$ cat src/rtl/extremum_collector.sv
// Keypoint collector: tracks raster coordinates of comparator beats, qualifies
// local maxima by contrast and border, and queues keypoints for the descriptor stage.
module extremum_collector #(
    parameter int unsigned DATA_WIDTH  = 32,
    parameter int unsigned IMG_WIDTH   = 640,
    parameter int unsigned IMG_HEIGHT  = 480,
    parameter int unsigned COORD_WIDTH = 11,
    parameter int unsigned BORDER      = 1,
    parameter int unsigned FIFO_DEPTH  = 16
) (
    input  logic                          clk,
    input  logic                          rst_n,
    input  logic                          din_valid,
    input  logic                          sof,
    input  logic signed [DATA_WIDTH-1:0]  center_response,
    input  logic                          max_flag,
    input  logic signed [DATA_WIDTH-1:0]  threshold,
    output logic                          kp_valid,
    input  logic                          kp_ready,
    output logic [COORD_WIDTH-1:0]        kp_x,
    output logic [COORD_WIDTH-1:0]        kp_y,
    output logic signed [DATA_WIDTH-1:0]  kp_response,
    output logic [15:0]                   kp_count,
    output logic                          overflow,
    output logic                          frame_done
);

    localparam int unsigned AW = $clog2(FIFO_DEPTH);
    localparam int unsigned PW = AW + 1;
    localparam int unsigned EW = 2 * COORD_WIDTH + DATA_WIDTH;

    localparam logic [COORD_WIDTH-1:0] X_LAST = COORD_WIDTH'(IMG_WIDTH - 1);
    localparam logic [COORD_WIDTH-1:0] Y_LAST = COORD_WIDTH'(IMG_HEIGHT - 1);
    localparam logic [COORD_WIDTH-1:0] X_LO   = COORD_WIDTH'(BORDER);
    localparam logic [COORD_WIDTH-1:0] X_HI   = COORD_WIDTH'(IMG_WIDTH - 1 - BORDER);
    localparam logic [COORD_WIDTH-1:0] Y_LO   = COORD_WIDTH'(BORDER);
    localparam logic [COORD_WIDTH-1:0] Y_HI   = COORD_WIDTH'(IMG_HEIGHT - 1 - BORDER);

    logic [COORD_WIDTH-1:0] x_cnt;
    logic [COORD_WIDTH-1:0] y_cnt;
    logic [COORD_WIDTH-1:0] bx_c;
    logic [COORD_WIDTH-1:0] by_c;
    logic                   in_window_c;
    logic                   qualify_c;

    logic [EW-1:0] mem [FIFO_DEPTH];
    logic [PW-1:0] wr_ptr;
    logic [PW-1:0] rd_ptr;
    logic [PW-1:0] wr_ptr_nxt_c;
    logic [PW-1:0] rd_ptr_nxt_c;
    logic          full_c;
    logic          pop_c;
    logic          push_c;
    logic          drop_c;
    logic [EW-1:0] entry_c;
    logic [EW-1:0] head_c;

    // A start-of-frame beat is pixel (0,0) whatever the counters hold
    assign bx_c = sof ? '0 : x_cnt;
    assign by_c = sof ? '0 : y_cnt;

    assign in_window_c = (bx_c >= X_LO) && (bx_c <= X_HI) && (by_c >= Y_LO) && (by_c <= Y_HI);
    assign qualify_c   = din_valid && max_flag && (center_response > threshold) && in_window_c;

    assign full_c = (wr_ptr[AW] != rd_ptr[AW]) && (wr_ptr[AW-1:0] == rd_ptr[AW-1:0]);
    assign pop_c  = kp_valid && kp_ready;
    assign push_c = qualify_c && (!full_c || pop_c);
    assign drop_c = qualify_c && full_c && !pop_c;

    assign wr_ptr_nxt_c = wr_ptr + PW'(push_c);
    assign rd_ptr_nxt_c = rd_ptr + PW'(pop_c);
    assign entry_c      = {bx_c, by_c, center_response};

    // Next head: bypass the entry being written when it lands at the new read slot
    always_comb begin
        head_c = mem[rd_ptr_nxt_c[AW-1:0]];
        if (push_c && (rd_ptr_nxt_c == wr_ptr)) begin
            head_c = entry_c;
        end
    end

    // Raster coordinate tracking and end-of-frame pulse
    always_ff @(posedge clk) begin
        if (!rst_n) begin
            x_cnt      <= '0;
            y_cnt      <= '0;
            frame_done <= 1'b0;
        end else begin
            frame_done <= 1'b0;
            if (din_valid) begin
                if (bx_c == X_LAST) begin
                    x_cnt <= '0;
                    if (by_c == Y_LAST) begin
                        y_cnt      <= '0;
                        frame_done <= 1'b1;
                    end else begin
                        y_cnt <= by_c + 1'b1;
                    end
                end else begin
                    x_cnt <= bx_c + 1'b1;
                    y_cnt <= by_c;
                end
            end
        end
    end

    // Per-frame keypoint count (saturating) and sticky drop flag
    always_ff @(posedge clk) begin
        if (!rst_n) begin
            kp_count <= '0;
            overflow <= 1'b0;
        end else begin
            if (din_valid && sof) begin
                kp_count <= qualify_c ? 16'd1 : 16'd0;
            end else if (qualify_c && (kp_count != 16'hFFFF)) begin
                kp_count <= kp_count + 16'd1;
            end
            if (drop_c) begin
                overflow <= 1'b1;
            end
        end
    end

    always_ff @(posedge clk) begin
        if (push_c) begin
            mem[wr_ptr[AW-1:0]] <= entry_c;
        end
    end

    // FIFO pointers and registered head presentation
    always_ff @(posedge clk) begin
        if (!rst_n) begin
            wr_ptr      <= '0;
            rd_ptr      <= '0;
            kp_valid    <= 1'b0;
            kp_x        <= '0;
            kp_y        <= '0;
            kp_response <= '0;
        end else begin
            wr_ptr   <= wr_ptr_nxt_c;
            rd_ptr   <= rd_ptr_nxt_c;
            kp_valid <= (wr_ptr_nxt_c != rd_ptr_nxt_c);
            if (wr_ptr_nxt_c != rd_ptr_nxt_c) begin
                {kp_x, kp_y, kp_response} <= head_c;
            end
        end
    end

endmodule

$ cat config.mk
export PLATFORM = sky130hd
export DESIGN_NAME = extremum_collector
export DESIGN_NICKNAME = d
export VERILOG_FILES = /design/src/rtl/extremum_collector.sv
export SDC_FILE = /design/constraint.sdc
export NUM_CORES = 1
export LEC_CHECK = 0
export ABC_AREA = 1
export BUFFER_PORTS_ARGS = -buffer_cell sky130_fd_sc_hd__buf_4
export CAP_MARGIN = 0
export CORE_MARGIN = 2
export CORE_UTILIZATION = 45
export DETAILED_ROUTE_END_ITERATION = 8
export SETUP_SLACK_MARGIN = 0.4
export SYNTH_ARGS = -nofsm -noshare
export SYNTH_HDL_FRONTEND = slang
export SYNTH_SLANG_ARGS = --single-unit
$ cat constraint.sdc
create_clock -name clk -period 8.6 [get_ports clk]
set_input_delay 1.29 -clock clk [delete_from_list [all_inputs] [get_ports clk]]
set_output_delay 1.29 -clock clk [all_outputs]
set_load 0.03 [all_outputs]
==> results of run 1 <==
critical path: stages:
cell       delay, ps
buf_4            200
ha_1             400
nand2_1          110
nor2_1           190
nand2_1          140
nor3_1           500
nand2_1          270
a21oi_1          470
nor2_4           100
nand2_4          150
clkinv_4         100
ha_1             200
ha_1             200
xnor2_1          260
xor2_1           180
nand3_1           80
a21oi_1          120
o2111ai_1        200
nor2_4           660
buf_4            580
nand2_1          120
nand2_1           90
area by class of cell:
type	count	area (µm²)
fill	7702	43570
sequential	969	28050
multi-input combinational	1806	10930
clock buffer	131	2814
inverter	408	1550
timing repair buffer	192	1516
tap	1176	1471
clock inverter	58	521.8
worst paths after layout:
check                               start                           end  slack (ps)  depth (start not counted)
min reg2reg  kp_response[14]$_SDFFE_PN0P_  kp_response[14]$_SDFFE_PN0P_         460                          2
max                   center_response[31]  kp_response[11]$_SDFFE_PN0P_        2540                         22
min          kp_response[14]$_SDFFE_PN0P_  kp_response[14]$_SDFFE_PN0P_         460                          2
max reg2reg         x_cnt[4]$_SDFFE_PN0P_  kp_response[11]$_SDFFE_PN0P_        3290                         23
placed cells by master, fill, tap and decap left out, types with 2 or more instances in the layout:
cell type   count
a21o_1          2
a21oi_1       270
buf_12          6
buf_4         186
bufinv_16       8
clkbuf_1       16
clkbuf_16     104
clkbuf_8       11
clkinv_1       15
clkinv_2       23
clkinvlp_4      8
dfxtp_1       105
edfxtp_1      864
ha_1           41
ha_4            2
inv_1         395
inv_2           9
inv_6           5
mux2i_1       216
nand2_1       385
nand2_2         8
nand2_4         2
nand3_1       161
nand3_4         3
nand4_1        67
nor2_1         65
nor2_2          7
nor2_4         13
nor3_1         11
nor3_2          6
nor4_1          3
o211ai_1      217
o21a_1          2
o21ai_0       280
or2_2           4
xnor2_1         8
xor2_1         22
xor2_4          2
kinds of logic (layout without fill, tap and decap cells):
group           Yosys count  count (layout)  share of synthesized area [%]
mux                     216             216                          5.246
buf+inv                 609             789                          5.878
simple gates            738             738                          8.003
compound gates          777             777                          10.83
xor+xnor                 32              32                         0.6801
fa+ha+maj                43              43                          1.306
flops                   969             969                          68.06
per-layer routing:
layer	track usage [%]	routed length (µm)	vias up
met5	0	0	-
met4	6.304	2374	0
met3	3.418	7230	153
met2	37.57	51350	901
met1	32.17	47550	12930
li1	-	-	12340
sequential cells by signal (all words and copies together), names as in the netlist:
signal / cells
mem: 864
kp_response: 32
kp_y: 11
wr_ptr: 5
kp_count: 16
frame_done: 1
x_cnt: 11
kp_x: 11
y_cnt: 11
overflow: 1
rd_ptr: 5
kp_valid: 1
power breakdown:
part | switching, W | internal [W] | leakage (nW)
registers | 0.000000927 | 0.00509 | 8.21
clock network | 0.00181 | 0.00255 | 1.63
logic | 0.0000971 | 0.0000419 | 6.48
per-stage QoR:
stage,total power (W),area [µm²],std cells
2_1_floorplan,0.005246,41210,3384
3_3_place_gp,0.005329,43520,4551
3_5_place_dp,0.005332,43520,4551
4_1_cts,0.009648,46850,4740
5_1_grt,0.009859,46850,4740
6_report,0.009588,46850,4740
==> impl_metrics.toml, run 1 <==
[power]
p_per_area_mw_per_mm2 = 204.6
ir_drop_uv = 169.7
p_leak_nw = 16.33

[logic_synthesis]
yosys_warnings = 0
yosys.cell_types.count = 40
synthFlopType = "edfxtp_1"
syn_nets = 3497
synth_seq_cells = 969
syn_area_mm2 = 0.04121
syn_avg_cell_area_um2 = 12.18
synth_top_cell_by_area = "edfxtp_1"
synth_top_area_share_pct = 62.96
synth_most_common_cell = "edfxtp_1"
ys_top_cells_by_count = "edfxtp_1 (864), inv_1 (397), nand2_1 (385), o21ai_0 (280), a21oi_1 (270)"
async_flop_share_pct = 0
synthCells = 3384
seq_area_frac_synth_pct = 68.06
synth.area.top_cells = "edfxtp_1 (63%), mux2i_1 (5.2%), dfxtp_1 (5.1%)"
synth_edf_count = 864

[routing]
via_per_inst = 5.554
totalWireLength_mm = 108.5
drt-initial-drc-count = 2479
wl_per_cell_um = 22.89
ant_nets = 0
drcViolationCount = 0
firstDrtPassIters = 5
vias = 26330

[cts]
cts_resized = 0
root_buffer = "clkbuf_16"
htreeDepth = 3
cts_setup_buffers = 0
ctsHoldBuffers = 0
tritoncts = "done"
numCtsBuffers = 100
clkSlewWorstSetupHoldPaths_ps = 60
clock-sinks = 969
cts_max_path_buffers = 3
clkLatencyLatePin_ps = 660

[timing]
skew_ps = 24.08
finalSetupViolCount = 0
hold_slack_ps = 459.0
min_period_ps = 6063
final.period_utilization_pct = 70.51
fmax_mhz = 164.9
final-max-slew-violation-count = 0
timing.slew.headroom_pct = 9.267
final.setup.tns_ps = 0
rsz0062_at_grt = "no"
finalWorstSetupSlack_ps = 2537
finalHoldViolCount = 0
tightest_slew_ps = 1361

[floorplanning]
pin_count = 143
dieArea_mm2 = 0.09402
core_mm2 = 0.09042
die_height_um = 306.6
num_rows = 110
start_util_pct = 45.57
die_x_um = 306.6

[job]
maxCapViolations = 0

[final_layout]
final_nets = 3590
syn_to_final_growth_pct = 13.69
finish.utilization_pct = 51.82
diodes = 0
drive_gt1_share_pct = 11.56

[worst_setup_path]
arrival_ps = 6660
start_kind = "input port"
critPathKind = "input port to flop"
crit_fanout = 31
cp.required_ps = 9190
worstSetupEndpointType = "flop"

[place]
hpwl_mm = 56.03
pre_cts_slack_ps = 1974
port_buffers = 142
gp_congestion = 0.8385

[grt]
overflow = 0
grt_max_degree = 214
grt_pass1_wl_mm = 161.4
grt_pass1_vias = 25170
grt_usage_pct = 22.98
antenna_found_initial = 0

[status]
outcome = "completed"

[worst_hold_path]
hold_class = "flop to flop"
No activity file was read; power rests on OpenSTA's default activity.
==> run 2: changes to the inputs <==
==> constraint.sdc (replaced) <==
create_clock -name clk -period 5.85 [get_ports clk]
set_input_delay 0.8775 -clock clk [delete_from_list [all_inputs] [get_ports clk]]
set_output_delay 0.8775 -clock clk [all_outputs]
set_load 0.03 [all_outputs]
==> impl_metrics.toml, run 2 (synthesis results as in run 1) <==
[floorplanning]
dieArea_mm2 = 0.09402
die_x_um = 306.6
core_mm2 = 0.09042
pin_count = 143
start_util_pct = 45.57
die_height_um = 306.6
num_rows = 110

[worst_setup_path]
crit_start = "center_response[31]"
crit_family = "simple AND/OR/NAND/NOR gates"
reg2reg_depth = 24
cpMaxStageDelayCell = "buf_4"
start_kind = "input port"
cp.required_ps = 6440
cpMostUsedCell = "nand2_1"
crit_cells = 24
path_cells = "buf_4 -> ha_1 -> nand2_1 -> nor2_1 -> nand2_1 -> nor3_1 -> nand2_1 -> nand4_1 -> nor2_2 -> nand2_2 -> nor2_4 -> nand2_4 -> clkinv_4 -> ha_1 -> ha_1 -> xnor2_1 -> xor2_1 -> nand3_1 -> a21oi_1 -> o2111ai_1 -> nor2_4 -> buf_4 -> nand2_1 -> nand2_1"
endpoint = "kp_response[5]$_SDFFE_PN0P_"
cpPeakStageDelay_ps = 450
worstSetupEndpointType = "flop"
arrival_ps = 5160
critPathKind = "input port to flop"
crit_fanout = 31
path_buf_inv = 3
r2r_setup_slack_ps = 1740
reg2reg_to = "kp_response[5]$_SDFFE_PN0P_"
rr_startpoint = "x_cnt[4]$_SDFFE_PN0P_"

[final_layout]
largest_reg_flops = 864
syn_to_final_growth_pct = 14.00
most-common-layout-cells = "edfxtp_1 (864), inv_1 (395), nand2_1 (385)"
layout_commonest_cell = "edfxtp_1"
instances_no_fill = 4759
drive_gt1_share_pct = 11.75
finish.utilization_pct = 51.95
diodes = 0
final_nets = 3612

[cts]
numCtsBuffers = 103
ctsHoldBuffers = 0
tritoncts = "done"
clkLatencyLatePin_ps = 660
htreeDepth = 3
cts_max_path_buffers = 3
clkSlewWorstSetupHoldPaths_ps = 60
cts_resized = 0
root_buffer = "clkbuf_16"
cts_setup_buffers = 0
clock-sinks = 969

[place]
hpwl_mm = 56.01
gp_congestion = 0.8115
place_inst = 4570
port_buffers = 142

[routing]
firstDrtPassIters = 5
wl_per_cell_um = 23.04
vias = 26580
drt-initial-drc-count = 2294
via_per_inst = 5.584
ant_nets = 0
drcViolationCount = 0
totalWireLength_mm = 109.6

[power]
p_per_area_mw_per_mm2 = 298.8
finalPower_w = 0.01404
p_leak_nw = 16.50
ir_drop_uv = 246.5

[job]
maxCapViolations = 0

[grt]
overflow = 0
grt_max_degree = 185
grt_pass1_vias = 25230
antenna_found_initial = 1
grt_usage_pct = 23.07
grt_pass1_wl_mm = 162.4

[timing]
rsz0062_at_grt = "no"
finalHoldViolCount = 0
final-max-slew-violation-count = 0
finalSetupViolCount = 0
fmax_mhz = 218.8
skew_ps = 25.25
final.period_utilization_pct = 78.11
tightest_slew_ps = 1134
min_period_ps = 4570
hold_slack_ps = 467.5
timing.slew.headroom_pct = 24.41

[status]
outcome = "completed"

[worst_hold_path]
hold_class = "flop to flop"
run 2: cell count changes in the layout (fill, tap and decap cells not counted), sizes merged:
cell	change
inv	+1
buf	+19
clkinvlp	-5
clkbuf	+1
clkinv	+3
run 2: worst min-delay path by stage:
| stage | from | to | slack (ps) | cells past startpoint |
|---|---|---|---|---|
| after floorplan | y_cnt[10]$_SDFFE_PN0P_ | y_cnt[10]$_SDFFE_PN0P_ | 450 | 2 |
| after global placement | y_cnt[10]$_SDFFE_PN0P_ | y_cnt[10]$_SDFFE_PN0P_ | 460 | 2 |
| after detailed placement | x_cnt[1]$_SDFFE_PN0P_ | x_cnt[1]$_SDFFE_PN0P_ | 460 | 2 |
| after CTS | x_cnt[1]$_SDFFE_PN0P_ | x_cnt[1]$_SDFFE_PN0P_ | 470 | 2 |
| after global routing | kp_x[9]$_SDFFE_PN0P_ | kp_x[9]$_SDFFE_PN0P_ | 490 | 2 |
| final | x_cnt[1]$_SDFFE_PN0P_ | x_cnt[1]$_SDFFE_PN0P_ | 470 | 2 |
run 2: stage by stage:
stage | worst slack (ps) | TNS [ps] | instance area [µm²]
CTS | 1371 | 0 | 46980
global placement | 783.9 | 0 | 43700
finish | 1280 | 0 | 46980
global route | 985.5 | 0 | 46980
floorplan | -997.7 | -269380 | 41240
detailed placement | 688.8 | 0 | 43700
run 2: area by class of cell:
type	count	area [µm²]
clock buffers	132	2746
multi-input cells	1806	10930
fillers	7759	43450
well taps	1176	1471
flip-flops and latches	969	28050
inverters	408	1550
clock inverters	57	534.3
repair buffers	211	1697
run 2: routing by layer:
| layer | global-route usage (%) | vias to the layer above | share of wire (%) |
|---|---|---|---|
| li1 | - | 12380 | - |
| met1 | 32.13 | 13100 | 43 |
| met2 | 37.85 | 930 | 47 |
| met3 | 3.680 | 156 | 6.9 |
| met4 | 6.053 | 2 | 2.3 |
| met5 | 0 | - | 0.0073 |
run 2: worst min-delay path: stages (launching register included):
cell and delay (ps):
dfxtp_1 310, nand2_1 60, a21oi_1 50
run 2: where the power goes:
part	switching, W	total (W)	internal (W)
combinational	0.000144	0.000206	0.0000624
sequential	0.00000133	0.00749	0.00748
clock	0.00268	0.00635	0.00367
